==> config.mk <==
export PLATFORM = sky130hd
export DESIGN_NAME = adpcm_dec_mc
export DESIGN_NICKNAME = d
export VERILOG_FILES = /design/src/rtl/adpcm_dec_mc.sv
export SDC_FILE = /design/constraint.sdc
export NUM_CORES = 1
export LEC_CHECK = 0
export CAP_MARGIN = 20
export CORE_AREA = 4 4 112 157
export DETAILED_ROUTE_END_ITERATION = 8
export DIE_AREA = 0 0 116 161
export PLACE_DENSITY_LB_ADDON = 0.15
export RECOVER_POWER = 25
export SYNTH_ARGS = -nofsm -noshare
export SYNTH_HDL_FRONTEND = slang
export SYNTH_SLANG_ARGS = --single-unit
export TNS_END_PERCENT = 10
==> constraint.sdc <==
create_clock -name clk -period 19.95 [get_ports clk]
set_input_delay 3.99 -clock clk [delete_from_list [all_inputs] [get_ports clk]]
set_output_delay 3.99 -clock clk [all_outputs]
set_load 0.1 [all_outputs]
==> src/rtl/adpcm_dec_mc.sv <==
// Multi-channel IMA ADPCM decoder: one 4-bit code per cycle, per-channel predictor/index state,
// header preloads, and a single registered output stage with valid/ready backpressure.
module adpcm_dec_mc #(
    parameter int NUM_CH = 2,
    parameter int OUT_W  = 16,
    localparam int CH_W  = (NUM_CH > 1) ? $clog2(NUM_CH) : 1
) (
    input  logic              clk,
    input  logic              nrst,
    input  logic              in_valid,
    output logic              in_ready,
    input  logic [3:0]        in_code,
    input  logic [CH_W-1:0]   in_ch,
    input  logic              in_sop,
    input  logic              in_eop,
    input  logic              hdr_valid,
    input  logic [CH_W-1:0]   hdr_ch,
    input  logic [15:0]       hdr_pred,
    input  logic [6:0]        hdr_index,
    output logic              out_valid,
    input  logic              out_ready,
    output logic [OUT_W-1:0]  out_sample,
    output logic [CH_W-1:0]   out_ch,
    output logic              out_eop
);

    localparam logic [CH_W:0] CH_LIMIT = NUM_CH[CH_W:0];

    localparam int STEP [89] = '{
        7, 8, 9, 10, 11, 12, 13, 14, 16, 17,
        19, 21, 23, 25, 28, 31, 34, 37, 41, 45,
        50, 55, 60, 66, 73, 80, 88, 97, 107, 118,
        130, 143, 157, 173, 190, 209, 230, 253, 279, 307,
        337, 371, 408, 449, 494, 544, 598, 658, 724, 796,
        876, 963, 1060, 1166, 1282, 1411, 1552, 1707, 1878, 2066,
        2272, 2499, 2749, 3024, 3327, 3660, 4026, 4428, 4871, 5358,
        5894, 6484, 7132, 7845, 8630, 9493, 10442, 11487, 12635, 13899,
        15289, 16818, 18500, 20350, 22385, 24623, 27086, 29794, 32767
    };

    logic signed [OUT_W-1:0] pred_q [NUM_CH];
    logic [6:0]              index_q [NUM_CH];

    logic                    accept;
    logic                    ch_ok;
    logic                    hdr_ok;
    logic                    hdr_hit;
    logic [CH_W-1:0]         ch_sel;
    logic [6:0]              hdr_idx_c;
    logic signed [OUT_W-1:0] hdr_pred_x;
    logic signed [OUT_W-1:0] pe;
    logic [6:0]              ie;
    logic [14:0]             step;
    logic [16:0]             diff;
    logic signed [OUT_W+1:0] pe_x;
    logic signed [OUT_W+1:0] diff_x;
    logic signed [OUT_W+1:0] sum;
    logic                    ovf;
    logic signed [OUT_W-1:0] new_pred;
    logic signed [7:0]       idx_adj;
    logic signed [7:0]       idx_sum;
    logic [6:0]              new_idx;

    assign in_ready   = !out_valid || out_ready;
    assign accept     = in_valid && in_ready;
    assign ch_ok      = {1'b0, in_ch} < CH_LIMIT;
    assign hdr_ok     = {1'b0, hdr_ch} < CH_LIMIT;
    assign ch_sel     = ch_ok ? in_ch : '0;
    assign hdr_hit    = hdr_valid && hdr_ok && (hdr_ch == in_ch);
    assign hdr_idx_c  = (hdr_index > 7'd88) ? 7'd88 : hdr_index;
    assign hdr_pred_x = (OUT_W)'($signed(hdr_pred));

    // A coincident header wins over sop, which wins over the stored channel state.
    always_comb begin
        pe = pred_q[ch_sel];
        ie = index_q[ch_sel];
        if (hdr_hit) begin
            pe = hdr_pred_x;
            ie = hdr_idx_c;
        end else if (in_sop) begin
            pe = '0;
            ie = '0;
        end
    end

    always_comb begin
        step = STEP[ie][14:0];
        diff = {5'd0, step[14:3]};
        if (in_code[2]) diff = diff + {2'd0, step};
        if (in_code[1]) diff = diff + {3'd0, step[14:1]};
        if (in_code[0]) diff = diff + {4'd0, step[14:2]};

        pe_x   = (OUT_W+2)'(pe);
        diff_x = (OUT_W+2)'(diff);
        sum    = in_code[3] ? (pe_x - diff_x) : (pe_x + diff_x);

        // The sum fits OUT_W bits only when its top three bits agree.
        ovf = (sum[OUT_W+1:OUT_W-1] != 3'b000) && (sum[OUT_W+1:OUT_W-1] != 3'b111);
        new_pred = ovf ? {sum[OUT_W+1], {(OUT_W-1){~sum[OUT_W+1]}}} : sum[OUT_W-1:0];

        case (in_code[2:0])
            3'd4:    idx_adj = 8'sd2;
            3'd5:    idx_adj = 8'sd4;
            3'd6:    idx_adj = 8'sd6;
            3'd7:    idx_adj = 8'sd8;
            default: idx_adj = -8'sd1;
        endcase
        idx_sum = $signed({1'b0, ie}) + idx_adj;
        if (idx_sum < 8'sd0)       new_idx = 7'd0;
        else if (idx_sum > 8'sd88) new_idx = 7'd88;
        else                       new_idx = idx_sum[6:0];
    end

    // A header for a channel decoded in the same cycle was already folded into the decode.
    always_ff @(posedge clk) begin
        if (!nrst) begin
            for (int i = 0; i < NUM_CH; i++) begin
                pred_q[i]  <= '0;
                index_q[i] <= '0;
            end
            out_valid  <= 1'b0;
            out_sample <= '0;
            out_ch     <= '0;
            out_eop    <= 1'b0;
        end else begin
            if (accept && ch_ok) begin
                pred_q[ch_sel]  <= new_pred;
                index_q[ch_sel] <= new_idx;
                out_valid       <= 1'b1;
                out_sample      <= new_pred;
                out_ch          <= in_ch;
                out_eop         <= in_eop;
            end else if (accept || out_ready) begin
                out_valid <= 1'b0;
            end
            if (hdr_valid && hdr_ok && !(accept && hdr_hit)) begin
                pred_q[hdr_ch]  <= hdr_pred_x;
                index_q[hdr_ch] <= hdr_idx_c;
            end
        end
    end

endmodule
==> metrics.cfg <==
[clock_tree]
clk_pin_slew_ns = 0.05
ctsHoldBuffers = 0
cts_htree_levels = 3
numCtsBuffers = 9
cts_max_path_buffers = 2
cts_tree = built
root_buffer = clkbuf_16
cts_resized = 0
cts_num_sinks = 65
postCtsSetupBuffers = 0
insertion_delay_ns = 0.33

[synth]
synth-seq-cells = 65
syn_area_um2 = 10300
syn_nets = 1460
yosysTopAreaCell = edfxtp_1
synth_common_cells = nand2_1, a21oi_1, nor2_1, o21ai_0, ha_1
yosysWarnings = 0
ys_async_sr_fraction_pct = 0
synth_area_per_cell_um2 = 7.69
synth_area_leaders = edfxtp_1, ha_1, nand2_1
syn_inst = 1342
yosysSeqAreaShare_pct = 17.1
synth_cell_types = 108
yosysTopAreaCellShare_pct = 13.4
synthFlopType = edfxtp_1
synth_edf_count = 46
synth.most_common_cell = nand2_1

[setup_path]
r2r_cells = 45
r2r_start = index_q[0][1]
slowest_stage = clkdlybuf4s50_1
cp.required_ns = 20.05
startpoint = hdr_valid
cp-start-kind = input port
cp-endpoint = pred_q[0][5]
rrSetupSlack_ns = 6.31
cpPeakStageDelay_ns = 1.00
cp.arrival_ns = 18.15
crit_fanout = 23
critPathKind = in2reg
r2r-end = pred_q[0][5]
endpoint_kind = flip-flop

[grt]
grt_pass1_vias = 10896
gr-total-overflow = 0
grt_util_all_layers_pct = 39.0
antenna_found_initial = 0
grt_max_degree = 59
grt_pass1_wl_mm = 58.8

[sta]
worstMarginPinSlew_ns = 1.39
final-setup-viol-count = 0
fin_setup_tns_ns = 0
skew_ns = 0.00699
min_period_ns = 18.05
rsz0062_at_grt = no
fin_crit_sh_pct = 90.5
layout_setup_ws_ns = 1.90
slew_violations = 0
hold_violations = 0
slew_headroom_pct = 7.21
clock.fmax_mhz = 55.4

[place]
gp_congestion = 1.04
placed_cells = 1530
dp_slack_ns = 2.21
place.port_buffers = 55
postPlaceCellArea_um2 = 10900
dpl.hpwl_mm = 27.7

[floorplanning]
io_pins = 56
start_util_pct = 64.1
die_area_um2 = 18700
coreArea_um2 = 16100
die_h_um = 161
rows = 55
die_w_um = 116

[drt]
detail_route.wl_per_cell_um = 23.8
firstDrtPassIters = 7
drtIter0Drc = 1656
vias = 11497
ant_nets = 0
wirelength_mm = 36.8
drc = 0
avgViaCountPerCell = 7.44

[pwr]
switching_power_w = 0.000662
swShare_pct = 53.0
power_frac_clock_pct = 11.0
combPwrFrac_pct = 74.5
peakVddDrop_uv = 123
power.leakage_nw = 4.39
seqPwrFrac_pct = 14.5
power_density_nw_per_um2 = 112
internal_power_w = 0.000588

[cells_and_area]
drive_above_1_share_pct = 6.76
fin_util_pct = 69.1
fin_nets = 1460
n_antenna_cell = 0
area_growth_pct = 7.80
finish.instance_area_um2 = 11100
instances_no_fill = 1546

[min_path]
hp-class = reg2reg

[job]
cap_violations = 0

[run_status]
status = finished, final reports clean

==> cell usage in the layout, fill, tap and decap left out, types with 8 or more instances in the layout <==
cell type and n:
xnor2_1 39, a21oi_1 90, o31ai_1 33, clkbuf_16 9, and3_1 11, nor3_1 31, o2111ai_1 8, nand2b_1 12
mux2i_1 26, a211oi_1 28, o21bai_1 13, edfxtp_1 46, o211ai_1 51, ha_1 77, dfxtp_1 19, and2_1 18
o22ai_1 14, xor2_1 24, a21o_1 30, o21a_1 14, nand4_1 15, a22oi_1 8, buf_4 18, or3_1 9
nand3_1 43, a2111oi_0 8, a22o_1 10, dlygate4sd3_1 21, a31oi_1 24, nand2_1 138, a21boi_0 8, a211o_1 8
o21ai_0 78, nor2b_1 15, clkdlybuf4s50_1 32, inv_1 45, nor2_1 84
==> metal layers <==
| layer | part of all wire [%] | global-route usage [%] | vias to the layer above | routed length (um) |
|---|---|---|---|---|
| li1 | - | - | 5195 | - |
| met1 | 37 | 48.0 | 5319 | 13800 |
| met2 | 47 | 64.0 | 796 | 17300 |
| met3 | 9.6 | 7.87 | 187 | 3520 |
| met4 | 6.0 | 19.7 | 0 | 2200 |
| met5 | 0 | 0 | - | 0 |
==> power by group through the flow <==
| stage | registers (W) | clock network, W | logic, W |
|---|---|---|---|
| finish | 0.000182 | 0.000138 | 0.000931 |
| global route | 0.000184 | 0.000144 | 0.00101 |
| CTS | 0.000182 | 0.000136 | 0.000911 |
| detailed placement | 0.000184 | 0 | 0.000901 |
| global placement | 0.000183 | 0 | 0.000885 |
| floorplan | 0.000239 | 0 | 0.000636 |
==> state kept, by name (all words and copies together), names as in the netlist <==
name,count
out_valid,1
pred_q,32
out_sample,16
out_eop,1
out_ch,1
index_q,14
==> through the flow <==
stage	hold slack [ns]	power (W)
global placement	0.457	0.00107
detailed placement	0.464	0.00109
floorplan	0.889	0.000875
CTS	0.474	0.00123
global route	0.509	0.00134
finish	0.463	0.00125
==> worst max-delay path: cells and delay by family <==
family	cells	cell delay [ns]
AND/OR/NAND/NOR	13	2.95
buffers and inverters	3	1.58
adder cells (fa/ha/maj)	6	2.24
XOR/XNOR	2	0.35
AO/OA/AOI/OAI	22	7.00
==> layout make-up <==
cell class                      instances  area (um^2)
Clock buffer                           11          233
Clock inverter                          5         22.5
Fill cell                            1398         4980
Inverter                               52          195
Multi-Input combinational cell       1141         7990
Sequential cell                        65         1760
Tap cell                              199          249
Timing Repair Buffer                   73          676
==> worst min path at each step <==
stage,from,endpoint,slack (ns),depth (start not counted)
4_1_cts,out_eop,out_eop,0.47,2
3_5_place_dp,out_eop,out_eop,0.46,2
3_3_place_gp,out_eop,out_eop,0.46,2
6_report,out_eop,out_eop,0.46,2
5_1_grt,out_ch,out_ch,0.51,2
2_1_floorplan,out_ch,out_ch,0.89,2
==> cells by family (layout without fill, tap and decap cells) <==
kind of cell,Yosys count,count (layout),synth area share [%]
flip-flops,65,65,17.1
XOR/XNOR,66,66,5.82
AO/OA/AOI/OAI,533,533,37.2
adder cells (fa/ha/maj),82,82,10.3
multiplexers,31,31,3.18
buffers and inverters,136,141,5.58
AND/OR/NAND/NOR,429,429,20.8
(Power assumes the default switching activity.)
